File: src/rtl/sync_pkg.sv
// Shared widths and output-FSM encoding for the sync word packer.
// Imported by the packer top level and its queue.
package sync_pkg;

    localparam int WORD_W         = 32;
    localparam int BYTE_W         = 8;
    localparam int BYTES_PER_WORD = 4;
    localparam int CNT_W          = 2;

    typedef enum logic {
        EMIT = 1'b0,
        WAIT = 1'b1
    } state_t;

endpackage

File: src/rtl/sync_fifo.sv
// Wrap-around word queue with a count register.
// A push into a full queue lands only when a pop happens on the same edge.
module sync_fifo
    import sync_pkg::*;
#(
    parameter int DEPTH = 2
) (
    input  logic              clk,
    input  logic              rst_n,
    input  logic              push,
    input  logic              pop,
    input  logic [WORD_W-1:0] wdata,
    output logic [WORD_W-1:0] rdata,
    output logic              full,
    output logic              empty
);

    localparam int AW = $clog2(DEPTH);

    logic [WORD_W-1:0] mem [DEPTH];
    logic [AW-1:0]     rd_q;
    logic [AW-1:0]     wr_q;
    logic [AW:0]       cnt_q;
    logic              do_push;
    logic              do_pop;

    assign empty   = (cnt_q == '0);
    assign full    = (cnt_q == (AW+1)'(DEPTH));
    assign do_pop  = pop & ~empty;
    assign do_push = push & (~full | do_pop);
    assign rdata   = mem[rd_q];

    always_ff @(posedge clk or negedge rst_n) begin
        if (!rst_n) begin
            rd_q  <= '0;
            wr_q  <= '0;
            cnt_q <= '0;
        end else begin
            if (do_push) wr_q <= wr_q + AW'(1);
            if (do_pop)  rd_q <= rd_q + AW'(1);
            unique case ({do_push, do_pop})
                2'b10:   cnt_q <= cnt_q + (AW+1)'(1);
                2'b01:   cnt_q <= cnt_q - (AW+1)'(1);
                default: cnt_q <= cnt_q;
            endcase
        end
    end

    // Storage needs no reset: the count alone defines which entries are live.
    always_ff @(posedge clk) begin
        if (do_push) mem[wr_q] <= wdata;
    end

endmodule

File: src/rtl/sync_word_packer.sv
// Packs bytes little-endian into 32-bit words and emits them as
// single-cycle srdyo pulses spaced by at least GAP idle cycles.
module sync_word_packer
    import sync_pkg::*;
#(
    parameter int GAP   = 1,
    parameter int DEPTH = 2
) (
    input  logic              clk,
    input  logic              GlobalReset,
    input  logic [BYTE_W-1:0] din,
    input  logic              dvalid,
    input  logic              flush,
    output logic [WORD_W-1:0] sync_o,
    output logic              srdyo,
    output logic [CNT_W-1:0]  byte_cnt,
    output logic              ovf
);

    logic [WORD_W-1:0] part_q;
    logic [WORD_W-1:0] merged;
    logic [WORD_W-1:0] head;
    logic [CNT_W:0]    cnt_nxt;
    logic              push;
    logic              pop;
    logic              full;
    logic              empty;
    state_t            state_q;
    state_t            state_d;
    logic [1:0]        wait_q;
    logic [1:0]        wait_d;

    // The same-cycle byte is merged before a flush closes the word.
    always_comb begin
        merged = part_q;
        if (dvalid) merged[{byte_cnt, 3'b000} +: BYTE_W] = din;
        cnt_nxt = {1'b0, byte_cnt} + {{CNT_W{1'b0}}, dvalid};
        push    = (cnt_nxt == (CNT_W+1)'(BYTES_PER_WORD))
                | (flush & (cnt_nxt != '0));
    end

    always_ff @(posedge clk or negedge GlobalReset) begin
        if (!GlobalReset) begin
            part_q   <= '0;
            byte_cnt <= '0;
        end else if (push) begin
            part_q   <= '0;
            byte_cnt <= '0;
        end else if (dvalid) begin
            part_q   <= merged;
            byte_cnt <= cnt_nxt[CNT_W-1:0];
        end
    end

    sync_fifo #(
        .DEPTH (DEPTH)
    ) u_fifo (
        .clk   (clk),
        .rst_n (GlobalReset),
        .push  (push),
        .pop   (pop),
        .wdata (merged),
        .rdata (head),
        .full  (full),
        .empty (empty)
    );

    always_ff @(posedge clk or negedge GlobalReset) begin
        if (!GlobalReset) begin
            ovf <= 1'b0;
        end else if (push & full & ~pop) begin
            ovf <= 1'b1;
        end
    end

    always_comb begin
        state_d = state_q;
        wait_d  = wait_q;
        pop     = 1'b0;
        unique case (state_q)
            EMIT: begin
                if (!empty) begin
                    pop     = 1'b1;
                    state_d = WAIT;
                    wait_d  = '0;
                end
            end
            WAIT: begin
                if (wait_q == 2'(GAP - 1)) state_d = EMIT;
                else                       wait_d  = wait_q + 2'd1;
            end
        endcase
    end

    // sync_o only moves on a pop so the downstream stage sees a stable word.
    always_ff @(posedge clk or negedge GlobalReset) begin
        if (!GlobalReset) begin
            state_q <= EMIT;
            wait_q  <= '0;
            srdyo   <= 1'b0;
            sync_o  <= '0;
        end else begin
            state_q <= state_d;
            wait_q  <= wait_d;
            srdyo   <= pop;
            if (pop) sync_o <= head;
        end
    end

endmodule

File: config.mk
export PLATFORM = sky130hd
export DESIGN_NAME = sync_word_packer
export DESIGN_NICKNAME = d
export VERILOG_FILES = /design/src/rtl/sync_pkg.sv /design/src/rtl/sync_fifo.sv /design/src/rtl/sync_word_packer.sv
export SDC_FILE = /design/constraint.sdc
export NUM_CORES = 1
export LEC_CHECK = 0
export ABC_CLOCK_PERIOD_IN_PS = 4100
export CELL_PAD_IN_SITES_DETAIL_PLACEMENT = 0
export CELL_PAD_IN_SITES_GLOBAL_PLACEMENT = 1
export CORE_ASPECT_RATIO = 1.5
export CORE_MARGIN = 1.5
export CORE_UTILIZATION = 40
export DETAILED_ROUTE_END_ITERATION = 12
export PLACE_DENSITY = 0.7
export SETUP_SLACK_MARGIN = 0.2
export SKIP_LAST_GASP = 1
export SYNTH_ARGS = -nofsm -noshare
export SYNTH_HDL_FRONTEND = slang
export SYNTH_SLANG_ARGS = --single-unit
File: constraint.sdc
create_clock -name clk -period 4.1 [get_ports clk]
set_input_delay 1.025 -clock clk [delete_from_list [all_inputs] [get_ports clk]]
set_output_delay 1.025 -clock clk [all_outputs]
set_load 0.005 [all_outputs]
==> summary.txt <==
STA
  • Fmax: 0.318 GHz
  • RSZ-0062 raised after global routing: false
  • Normalized max-slew margin: 0.345
  • Fin crit period: 3140 ps
  • Setup TNS: 0 ps
  • Worst-Margin Slew: 983 ps
  • Final hold violation count: 0
  • Final setup fails: 0
  • Clock Skew: 5.78 ps
  • Final slew viol count: 0
  • Crit share post-route: 0.766
  • Min Hold Slack: 463 ps

CTS
  • Clk Latency, worst-skew pair: 400 ps
  • CTS tree: yes
  • Clk pin slew, worst setup/hold paths: 60 ps
  • H-tree depth: 4
  • CTS max path bufs: 2
  • Setup Fix Bufs, Post-CTS: 0
  • CTS Buf Count: 17
  • Sink Count: 139
  • CTS Hold Bufs: 0
  • Root Driver: clkbuf_16
  • # resized after CTS: 0

Power
  • Lkg Pwr: 0.00298 uW
  • PwrDens: 759 nW/um^2
  • Peak supply drop: 0.000486 V

Global route
  • First-pass GRT wire length: 17000 um
  • Vias in the first global route: 3424
  • GR Util All Layers: 0.153
  • Antenna violations before repair: 0
  • Largest net degree at the start of global routing: 76
  • Remaining Overflow, GRT: 0

Critical path
  • Register-to-Register Setup Slack: 1460 ps
  • Bufs and invs on worst path: 2
  • CP top delay family: buffers and inverters
  • Crit-path slowest cell: or3b_4
  • Startpoint class of the critical path: primary input
  • WP data arrival: 3190 ps
  • CP endpoint kind: register
  • Crit path top cell by count: ha_1
  • CP cell instances: clkdlybuf4s50_1, ha_1, ha_1, or3b_4, a21oi_2, nor2b_2, buf_4
  • Crit Path Max Fanout: 32
  • WP data required: 4150 ps
  • Crit path kind: primary input to register
  • Critical Path Max Stage Delay: 440 ps

Die
  • Die H: 146 um
  • Initial core utilization: 0.408
  • Core footprint: 13400 sq um
  • Die area: 14400 sq um
  • Cell row count: 52
  • Die width: 98.5 um
  • Boundary pin count: 48

Worst hold path
  • Hold Crit Class: register to register

Logic synthesis
  • Syn Area/Cell: 13.3 sq um
  • Sequential element share of the synthesized area: 0.694
  • Warnings from Yosys: 0
  • Post-synth EDFFs: 64
  • Async SR Flop Fraction: 0.540
  • Synth top area share: 0.351
  • Most common cell in the netlist: dfrtp_1
  • Synth unique cells: 34
  • Synth top area cells: edfxtp_1 35%, dfrtp_1 34%, mux2i_1 6.2%
  • Main flop type after synthesis: dfrtp_1
  • Synth Register Bits: 139
  • Post-Synthesis Net Count: 433
  • Cells after Synth: 412
  • Leading area contributor after synthesis: edfxtp_1
  • Netlist Area Pre-Place: 5470 sq um
  • Synth top cells by count: 75 x dfrtp_1, 64 x edfxtp_1, 53 x nand2_1

Finish
  • Layout Nets: 482
  • Fill cell count: 1189
  • Share of layout cells above drive strength 1: 0.0949
  • Area delta synth->final: 22.0%
  • Inserted Diodes: 0

Routing
  • Final antenna-violating net count: 0
  • DR iter-0 viols: 122
  • Router iterations before antenna repair: 4
  • Vias: 3249
  • Final WL: 10100 um
  • Remaining routing DRC violations: 0
  • Vias/cell: 5.11
  • WL/cell: 16.0 um

Status
  • Status: complete, no violations

Placed design
  • DP HPWL: 6670 um
  • GP Congestion: 0.791
  • IO buf count: 47

Job
  • Max-cap viol count: 0
==> cell usage in the layout, fill, tap and decap left out, types with 8 or more instances in the layout <==
cell type         n
inv_1            30
o21ai_0          34
edfxtp_1         64
a32oi_1          23
clkbuf_16        17
ha_1              9
a21oi_1           8
nand2_1          53
nor2_1           27
clkdlybuf4s50_1  46
nand4_1           8
mux2i_1          34
dfrtp_1          75
==> final timing paths <==
path / start / to / cells after the start
worst max-delay path: dvalid / u_fifo.mem[0][2]$_DFFE_PP_ / 7
worst min-delay path: ovf$_DFFE_PN0P_ / ovf$_DFFE_PN0P_ / 1
worst max register to register: byte_cnt[0]$_DFFE_PN0P_ / u_fifo.mem[0][2]$_DFFE_PP_ / 6
worst min register to register: ovf$_DFFE_PN0P_ / ovf$_DFFE_PN0P_ / 1
max in group asynchronous: GlobalReset / sync_o[12]$_DFFE_PN0P_ / 1
min in group asynchronous: GlobalReset / srdyo$_DFF_PN0_ / 1
==> layer usage <==
layer  global-route usage  vias up  share of wire
li1                     -     1557              -
met1                0.185     1603           0.42
met2                0.254       68           0.51
met3               0.0369       21          0.032
met4               0.0768        0          0.038
met5                    0        -              0
==> cells by family after synthesis <==
logic type	share of synthesized area
AO/OA/AOI/OAI	0.0832
XOR/XNOR	0.00800
adder cells (fa/ha/maj)	0.0206
buffers and inverters	0.0441
flip-flops	0.694
multiplexers	0.0622
AND/OR/NAND/NOR	0.0880
==> flip-flops by register name, indices dropped and copies added, names as in the netlist <==
register,cells
sync_o,32
ovf,1
u_fifo.rd_q,1
u_fifo.cnt_q,2
part_q,32
srdyo,1
byte_cnt,2
u_fifo.mem,64
u_fifo.wr_q,1
state_q,1
wait_q,2
==> worst reg2reg max path: stages, from the launching register on <==
cell and delay [ps]:
dfrtp_1 500, ha_1 250, ha_1 310, or3b_4 440, a21oi_2 210, nor2b_2 170
buf_4 400
==> stage by stage <==
| step | std cells | util | instance area [sq um] | power, uW | worst slack (ps) |
|---|---|---|---|---|---|
| after floorplan | 412 | - | 5480 | 2960 | 674 |
| after global placement | 604 | 0.452 | 6060 | 3500 | 606 |
| after detailed placement | 604 | 0.452 | 6060 | 3560 | 527 |
| after CTS | 636 | 0.498 | 6680 | 5140 | 952 |
| after global routing | 636 | 0.498 | 6680 | 5380 | 792 |
| final | 636 | 0.498 | 6680 | 5070 | 958 |
==> layout make-up <==
cell class                      count  area (sq um)  area share
Multi-Input combinational cell    221          1440       0.216
Tap cell                          162           203      0.0303
Inverter                           30           113      0.0169
Timing Repair Buffer               52           505      0.0757
Clock inverter                     12           170      0.0255
Clock buffer                       20           447      0.0669
Sequential cell                   139          3800       0.569
==> report_power, final <==
part	internal [uW]	switching, uW	leakage, uW
registers	1920	210	0.00158
clock network	1030	546	0.000306
logic	642	714	0.00109
No activity file was read; power rests on OpenSTA's default activity.
